`src/rtl/sipo_pkg.sv`:
```
// Shared types, default frame width and parity helper
// for the sipo_capture serial-to-parallel stage.
package sipo_pkg;

  localparam int DEFAULT_WIDTH = 8;

  typedef enum logic [1:0] {
    IDLE  = 2'd0,
    SHIFT = 2'd1,
    HOLD  = 2'd2
  } state_t;

  function automatic logic parity_of(
    input logic [31:0] v
  );
    return ^v;
  endfunction

endpackage

```
`src/rtl/sipo_shift_reg.sv`:
```
// WIDTH-bit left shift register, LSB insert.
// Ports: clk, clr (sync clear), en (shift), d_in, q.
module sipo_shift_reg #(
  parameter int WIDTH = 8
) (
  input  logic             clk,
  input  logic             clr,
  input  logic             en,
  input  logic             d_in,
  output logic [WIDTH-1:0] q
);

  always_ff @(posedge clk) begin
    if (clr) begin
      q <= '0;
    end else if (en) begin
      q <= {q[WIDTH-2:0], d_in};
    end
  end

endmodule

```
`src/rtl/sipo_capture.sv`:
```
// SIPO capture: MSB-first WIDTH-bit frames on valid/ready.
// Ports: clk, rst (sync, high), d_in, shift_en, start,
//   data_out, valid_out, ready_in, busy, overrun,
//   parity_err. Macro SIPO_PARITY_EN adds a trailing
//   even-parity bit per frame and drives parity_err.
module sipo_capture
  import sipo_pkg::*;
#(
  parameter int WIDTH = DEFAULT_WIDTH
) (
  input  logic             clk,
  input  logic             rst,
  input  logic             d_in,
  input  logic             shift_en,
  input  logic             start,
  output logic [WIDTH-1:0] data_out,
  output logic             valid_out,
  input  logic             ready_in,
  output logic             busy,
  output logic             overrun,
  output logic             parity_err
);

`ifdef SIPO_PARITY_EN
  localparam int FRAME_LEN = WIDTH + 1;
`else
  localparam int FRAME_LEN = WIDTH;
`endif
  localparam int CNT_W = $clog2(FRAME_LEN + 1);
  localparam logic [CNT_W-1:0] LAST = CNT_W'(FRAME_LEN - 1);
  localparam logic [CNT_W-1:0] ONE  = CNT_W'(1);

  state_t           state, state_n;
  logic [CNT_W-1:0] cnt, cnt_n;
  logic [WIDTH-1:0] sr_q, data_n;
  logic             valid_n, ovr_n, sr_en;
  logic             xfer, fire, last;

`ifdef SIPO_PARITY_EN
  logic perr_q, perr_n;
`else
  logic unused_msb;
  assign unused_msb = sr_q[WIDTH-1];
`endif

  assign xfer = valid_out & ready_in;
  assign fire = start & shift_en;
  assign last = (cnt == LAST);
  assign busy = (state == SHIFT);

  sipo_shift_reg #(.WIDTH(WIDTH)) u_sr (
    .clk  (clk),
    .clr  (rst),
    .en   (sr_en),
    .d_in (d_in),
    .q    (sr_q)
  );

  always_ff @(posedge clk) begin
    if (rst) begin
      state     <= IDLE;
      cnt       <= '0;
      data_out  <= '0;
      valid_out <= 1'b0;
      overrun   <= 1'b0;
    end else begin
      state     <= state_n;
      cnt       <= cnt_n;
      data_out  <= data_n;
      valid_out <= valid_n;
      overrun   <= ovr_n;
    end
  end

`ifdef SIPO_PARITY_EN
  always_ff @(posedge clk) begin
    if (rst) begin
      perr_q <= 1'b0;
    end else begin
      perr_q <= perr_n;
    end
  end
  assign parity_err = perr_q;
`else
  assign parity_err = 1'b0;
`endif

  always_comb begin
    state_n = state;
    cnt_n   = cnt;
    data_n  = data_out;
    valid_n = valid_out;
    ovr_n   = overrun;
    sr_en   = 1'b0;
`ifdef SIPO_PARITY_EN
    perr_n  = perr_q;
`endif
    case (state)
      IDLE: begin
        if (fire) begin
          sr_en   = 1'b1;
          cnt_n   = ONE;
          state_n = SHIFT;
        end
      end
      SHIFT: begin
        if (shift_en) begin
          sr_en = 1'b1;
          if (start) begin
            cnt_n = ONE;
          end else if (last) begin
            cnt_n   = '0;
            state_n = HOLD;
            valid_n = 1'b1;
`ifdef SIPO_PARITY_EN
            // register already holds all data bits;
            // d_in is the parity bit
            data_n = sr_q;
            perr_n = parity_of(32'(sr_q)) ^ d_in;
`else
            data_n = {sr_q[WIDTH-2:0], d_in};
`endif
          end else begin
            cnt_n = cnt + ONE;
          end
        end
      end
      HOLD: begin
        if (xfer) begin
          valid_n = 1'b0;
`ifdef SIPO_PARITY_EN
          perr_n  = 1'b0;
`endif
          if (fire) begin
            sr_en   = 1'b1;
            cnt_n   = ONE;
            state_n = SHIFT;
          end else begin
            state_n = IDLE;
          end
        end else if (shift_en) begin
          ovr_n = 1'b1;
        end
      end
      default: begin
        state_n = IDLE;
        cnt_n   = '0;
        valid_n = 1'b0;
      end
    endcase
  end

endmodule

```
`config.mk`:
```
export PLATFORM = sky130hd
export DESIGN_NAME = sipo_capture
export DESIGN_NICKNAME = d
export VERILOG_FILES = /design/src/rtl/sipo_pkg.sv /design/src/rtl/sipo_shift_reg.sv /design/src/rtl/sipo_capture.sv
export SDC_FILE = /design/constraint.sdc
export NUM_CORES = 1
export LEC_CHECK = 0
export ABC_AREA = 1
export CORE_UTILIZATION = 55
export CTS_CLUSTER_SIZE = 14
export DETAILED_ROUTE_END_ITERATION = 10
export GPL_TIMING_DRIVEN = 0
export PLACE_DENSITY = 0.83
export RECOVER_POWER = 50
export SYNTH_ARGS = -nofsm -noshare
export SYNTH_HDL_FRONTEND = slang
export SYNTH_SLANG_ARGS = --single-unit
```
`constraint.sdc`:
```
create_clock -name clk -period 2.4 [get_ports clk]
set_clock_uncertainty 0.15 [all_clocks]
set_input_delay 0.24 -clock clk [delete_from_list [all_inputs] [get_ports clk]]
set_output_delay 0.24 -clock clk [all_outputs]
set_load 0.1 [all_outputs]
```
[Word-level counts from Yosys, hierarchy flattened]
Index checks and enable logic that the tools add are counted.
Operators by class
  mux-type cells: 22
  bitwise gates (word level): 5
  equal/unequal tests: 8
  add/subtract/negate cells: 1
  reductions and logical operators: 6
Operators with widths (number)
  $mux W4: 5
  $pmux W4 S3: 1
  $mux W2: 5
  $reduce_and A5 Y1: 2
  $mux W1: 8
  $ne A2 B2 Y1 const B: 4
  $pmux W1 S3: 2
  $pmux W2 S3: 1
  $add A4 B1 Y4 const B: 1
  $eq A4 B3 Y1 const B: 1
  $reduce_and A4 Y1: 1
  $not A1 Y1: 3
  $reduce_and A3 Y1: 1
  $and A1 B1 Y1: 2
  $eq A2 B1 Y1 const B: 1
  $eq A2 B2 Y1 const B: 1
  $logic_not A2 Y1: 1
  $ne A2 B1 Y1 const B: 1
  $reduce_and A2 Y1: 1
Storage, ports and cells
  word-level logic and storage cells: 48
  bits in registers: 23
  input bits: 6

[Logic depth before layout (Yosys ltp)]
Gate-level depths: netlist of the first run.
  word-level depth: 5
  depth in mapped cells: 8
  mapped depth without buffers: 7

[By module]
From an unflattened synthesis of the first run, not the netlist that was laid out.
Unflattened totals
  cells, all modules: 163
  area, all modules: 1156.1 um^2
Modules (own cells, without submodules)
  sipo_capture: area an instance 814.5 um^2, cells an instance 112, times used 1, sequential area each 320.3 um^2
  sipo_shift_reg: area an instance 341.6 um^2, cells an instance 51, times used 1, sequential area each 160.2 um^2

[Worst setup path after synthesis of the first run]
Ideal clock, no wire load.
  kind: register -> register
  start: register valid_out
  end: register cnt[3]
  slack: 0.565 ns
  arrival time: 1.568 ns
  path buffers: 0
  library setup time: 0.117 ns
  period minus slack after synthesis: 1.835 ns
  data required time: 2.133 ns
  stages on the path, launching flop included: 6
  cells stage by stage: dfxtp_1 nand2_1 nand3_1 nand3_1 o21ai_0 nor2_1
Between the ends
  longest elaborated chain between the ends: 3
RTL lines
  start, declared: line sipo_capture.sv:17  | output logic valid_out,
  start signal, assigned: line sipo_capture.sv:70  | valid_out <= valid_n;
  $and A1 B1 Y1: line sipo_capture.sv:46  | assign xfer = valid_out & ready_in;
  $ne A2 B2 Y1 (no source line)
  $reduce_and A2 Y1 (no source line)
  end signal, assigned: line sipo_capture.sv:68  | cnt <= cnt_n;
  end, declared: line sipo_capture.sv:34  | logic [CNT_W-1:0] cnt, cnt_n;
No other way between the ends.
A chain may end at the register's enable or synchronous reset.

[Final worst setup path of the first run]
  start: register state[0]
  end: output busy
Between the ends
  longest elaborated chain between the ends: 1
RTL lines
  start, declared: line sipo_capture.sv:33  | state_t state, state_n;
  start signal, assigned: line sipo_capture.sv:67  | state <= state_n;
  $eq A2 B1 Y1: line sipo_capture.sv:49  | assign busy = (state == SHIFT);
  end, declared: line sipo_capture.sv:19  | output logic busy,
No other way between the ends.

==> impl_metrics.env, run 1 <==
export IMPL_postCtsHoldBufs=0
export IMPL_worstReg2RegEnd="data_out[1]"
export IMPL_async_flop_share_pct=0
export IMPL_critical_path_startpoint="state[0]"
export IMPL_path_clk_slew_ns=0.13
export IMPL_period_minus_slack_ns=2.229
export IMPL_io_buffers=16
export IMPL_path_max_fanout=6
export IMPL_r2r_cells=7
export IMPL_die_y_um=46.13
export IMPL_post_cts_repair_setup_buffers=0
export IMPL_ys_dominant_reg_cell="dfxtp_1"
export IMPL_grt_pass1_wl_um=3477
export IMPL_post_place_cells=194
export IMPL_fillers=158
export IMPL_final_setup_tns_ns=0
export IMPL_rows=15
export IMPL_timing_fmax_ghz=0.4487
export IMPL_fp_dieArea_sq_mm=0.002128
export IMPL_instances_no_fill=198
export IMPL_slew_limit_headroom_pct=33.93
export IMPL_core_area_sq_mm=0.001783
export IMPL_fin_crit_sh_pct=92.87
export IMPL_wl_um=2119
export IMPL_ys_types=24
export IMPL_fin_util_pct=70.04
export IMPL_syn_area_sq_mm=0.001071
export IMPL_whs_endpoint="u_sr.q[1]"
export IMPL_worstSetupStartpointType="flip-flop"
export IMPL_grt_usage_pct=23.57
export IMPL_worst_r2r_setup_slack_ns=0.56
export IMPL_root_buffer="clkbuf_4"
export IMPL_drt_pass1_iter_count=4
export IMPL_yosysMostFrequentCell="nand2_1"
export IMPL_place_congestion=0.8599
export IMPL_ys_seq_elements=23
export IMPL_grt_overflow=0
export IMPL_viasPerCell=5.051
export IMPL_hp_start="u_sr.q[0]"
export IMPL_cts_tree="yes"
export IMPL_ir_drop_mv=0.4004
export IMPL_final_max_slew_violation_count=0
export IMPL_antennaDiodeCount=0
export IMPL_whs_path_depth=2
export IMPL_cts_made_buffers=3
export IMPL_max_cap_violations=0
export IMPL_powerDensity_mw_per_mm2=567.7
export IMPL_cts_max_path_buffers=2
export IMPL_hpwl_um=1604
export IMPL_r2r_start="cnt[0]"
export IMPL_synth_area_leaders="dfxtp_1 43%, nand2_1 14%, nor2_1 8.4%"
export IMPL_grt_max_degree=14
export IMPL_multi_input_area_sq_um=471.7
export IMPL_synth_edf_count=0
export IMPL_yosys_area_top_type="dfxtp_1"
export IMPL_syn_area_per_cell_sq_um=7.000
export IMPL_fp_dieW_um=46.13
export IMPL_clk_latency_ns=0.31
export IMPL_vias=1000
export IMPL_h_tree_depth=1
export IMPL_start_util_pct=60.07
export IMPL_syn2layout_area_growth_pct=16.59
export IMPL_yosys_top_cells_count="41 x nand2_1, 24 x nor2_1, 23 x dfxtp_1"
export IMPL_tightest_slew_ns=0.9880
export IMPL_yosysTopAreaCellShare_pct=42.99
export IMPL_cp_data_required_time_ns=2.01
export IMPL_cp_end_kind="primary output"
export IMPL_yosysSeqAreaShare_pct=42.99
export IMPL_hp_class="flip-flop to flip-flop"
export IMPL_outcome="complete, no violations"
export IMPL_regArea_sq_um=460.4
export IMPL_drive_gt1_share_pct=6.936
export IMPL_synth_warnings=0
export IMPL_synthCells=153
export IMPL_fin_nets=181
export IMPL_pin_count=18
export IMPL_p_leak_nw=0.5748
export IMPL_hold_violations=0
export IMPL_drt_iter0_drc=25
export IMPL_synth_nets=160
export IMPL_clock_sinks=23
export IMPL_setup_violations=0
export IMPL_post_cts_resized=1
export IMPL_crit_arrival_ns=1.84
export IMPL_antenna_found_initial=0
export IMPL_rsz0062_at_grt="no"
export IMPL_path_class="flip-flop to primary output"
export IMPL_grt_pass1_vias=816
export IMPL_ant_nets=0
export IMPL_wl_per_cell_um=10.70
export IMPL_drc_errors=0
## critical path: stages (launching register included)
cell,delay [ns]
dfxtp_1,0.45
nand2_2,0.13
inv_4,0.09
dlygate4sd2_1,0.85
## placed cells by master, fill, tap and decap left out, types with 2 or more instances in the layout
master           netlist  routed
nand2_1               41      43
nor2_1                24      25
dfxtp_1               23      23
inv_1                 15      15
a21oi_1               15      15
clkdlybuf4s50_1        0      14
nand3_1               12      13
o21ai_0                4       5
clkbuf_4               0       3
nand4_1                1       2
## sequential cells by signal (all words and copies together), names as in the netlist
name	flops
u_sr.q	7
state	2
data_out	8
overrun	1
cnt	4
valid_out	1
## routing by layer
layer / share of wire (%) / wire, um / track usage, % / vias to the layer above
met1: 46 / 983 / 28.47 / 455
met4: 0.71 / 15 / 11.76 / 0
met5: 0 / 0 / 0 / -
li1: - / - / - / 520
met2: 50 / 1059 / 39.15 / 23
met3: 2.8 / 60 / 5.098 / 2
## where the power goes
group          internal (mW)  switching (mW)  total, mW
registers              0.393          0.0105      0.403
logic                 0.0338          0.0885      0.122
clock network         0.0623           0.121      0.183
total                  0.489           0.220      0.709
## worst max-delay path by stage
stage	depth (start not counted)	slack, ns	to
after global routing	3	0.06	busy
after floorplan	5	0.57	cnt[3]
after global placement	3	0.25	busy
after detailed placement	3	0.25	busy
final	3	0.17	busy
after CTS	3	0.15	busy
## kinds of logic after synthesis
kind of cell / share of synthesized area [%]
other: 0.3501
buffers and inverters: 9.228
adders and majority gates: 1.168
DFF: 42.99
AOI/OAI and AO/OA: 9.345
and+or+nand+nor: 36.92
## metrics by stage
stage               hold slack [ns]  instance area (sq um)  total power [mW]  setup WS, ns
floorplan                    0.2249                   1071            0.5080        0.5653
finish                       0.3386                   1249            0.7088        0.1711
detailed placement           0.3175                   1262            0.5427        0.2529
global placement             0.3099                   1262            0.5394        0.2492
global route                 0.3617                   1249            0.7464       0.06334
CTS                          0.3363                   1289            0.7222        0.1493
## layout make-up
| class | instances | area share, % |
|---|---|---|
| repair buffers | 16 | 12.73 |
| clock buffers | 3 | 1.804 |
| clock inverters | 1 | 0.4008 |
| well taps | 25 | 2.505 |
| flip-flops and latches | 23 | 36.87 |
| multi-input cells | 108 | 37.78 |
| inverters | 18 | 5.711 |
| plain buffers | 4 | 2.204 |
(Power assumes the default switching activity.)
==> run 2, diff against run 1 <==
- CAP_MARGIN: not set -> 20
==> results of run 2 <==
The final DEF is identical to that of run 1; final timing and power are the same.
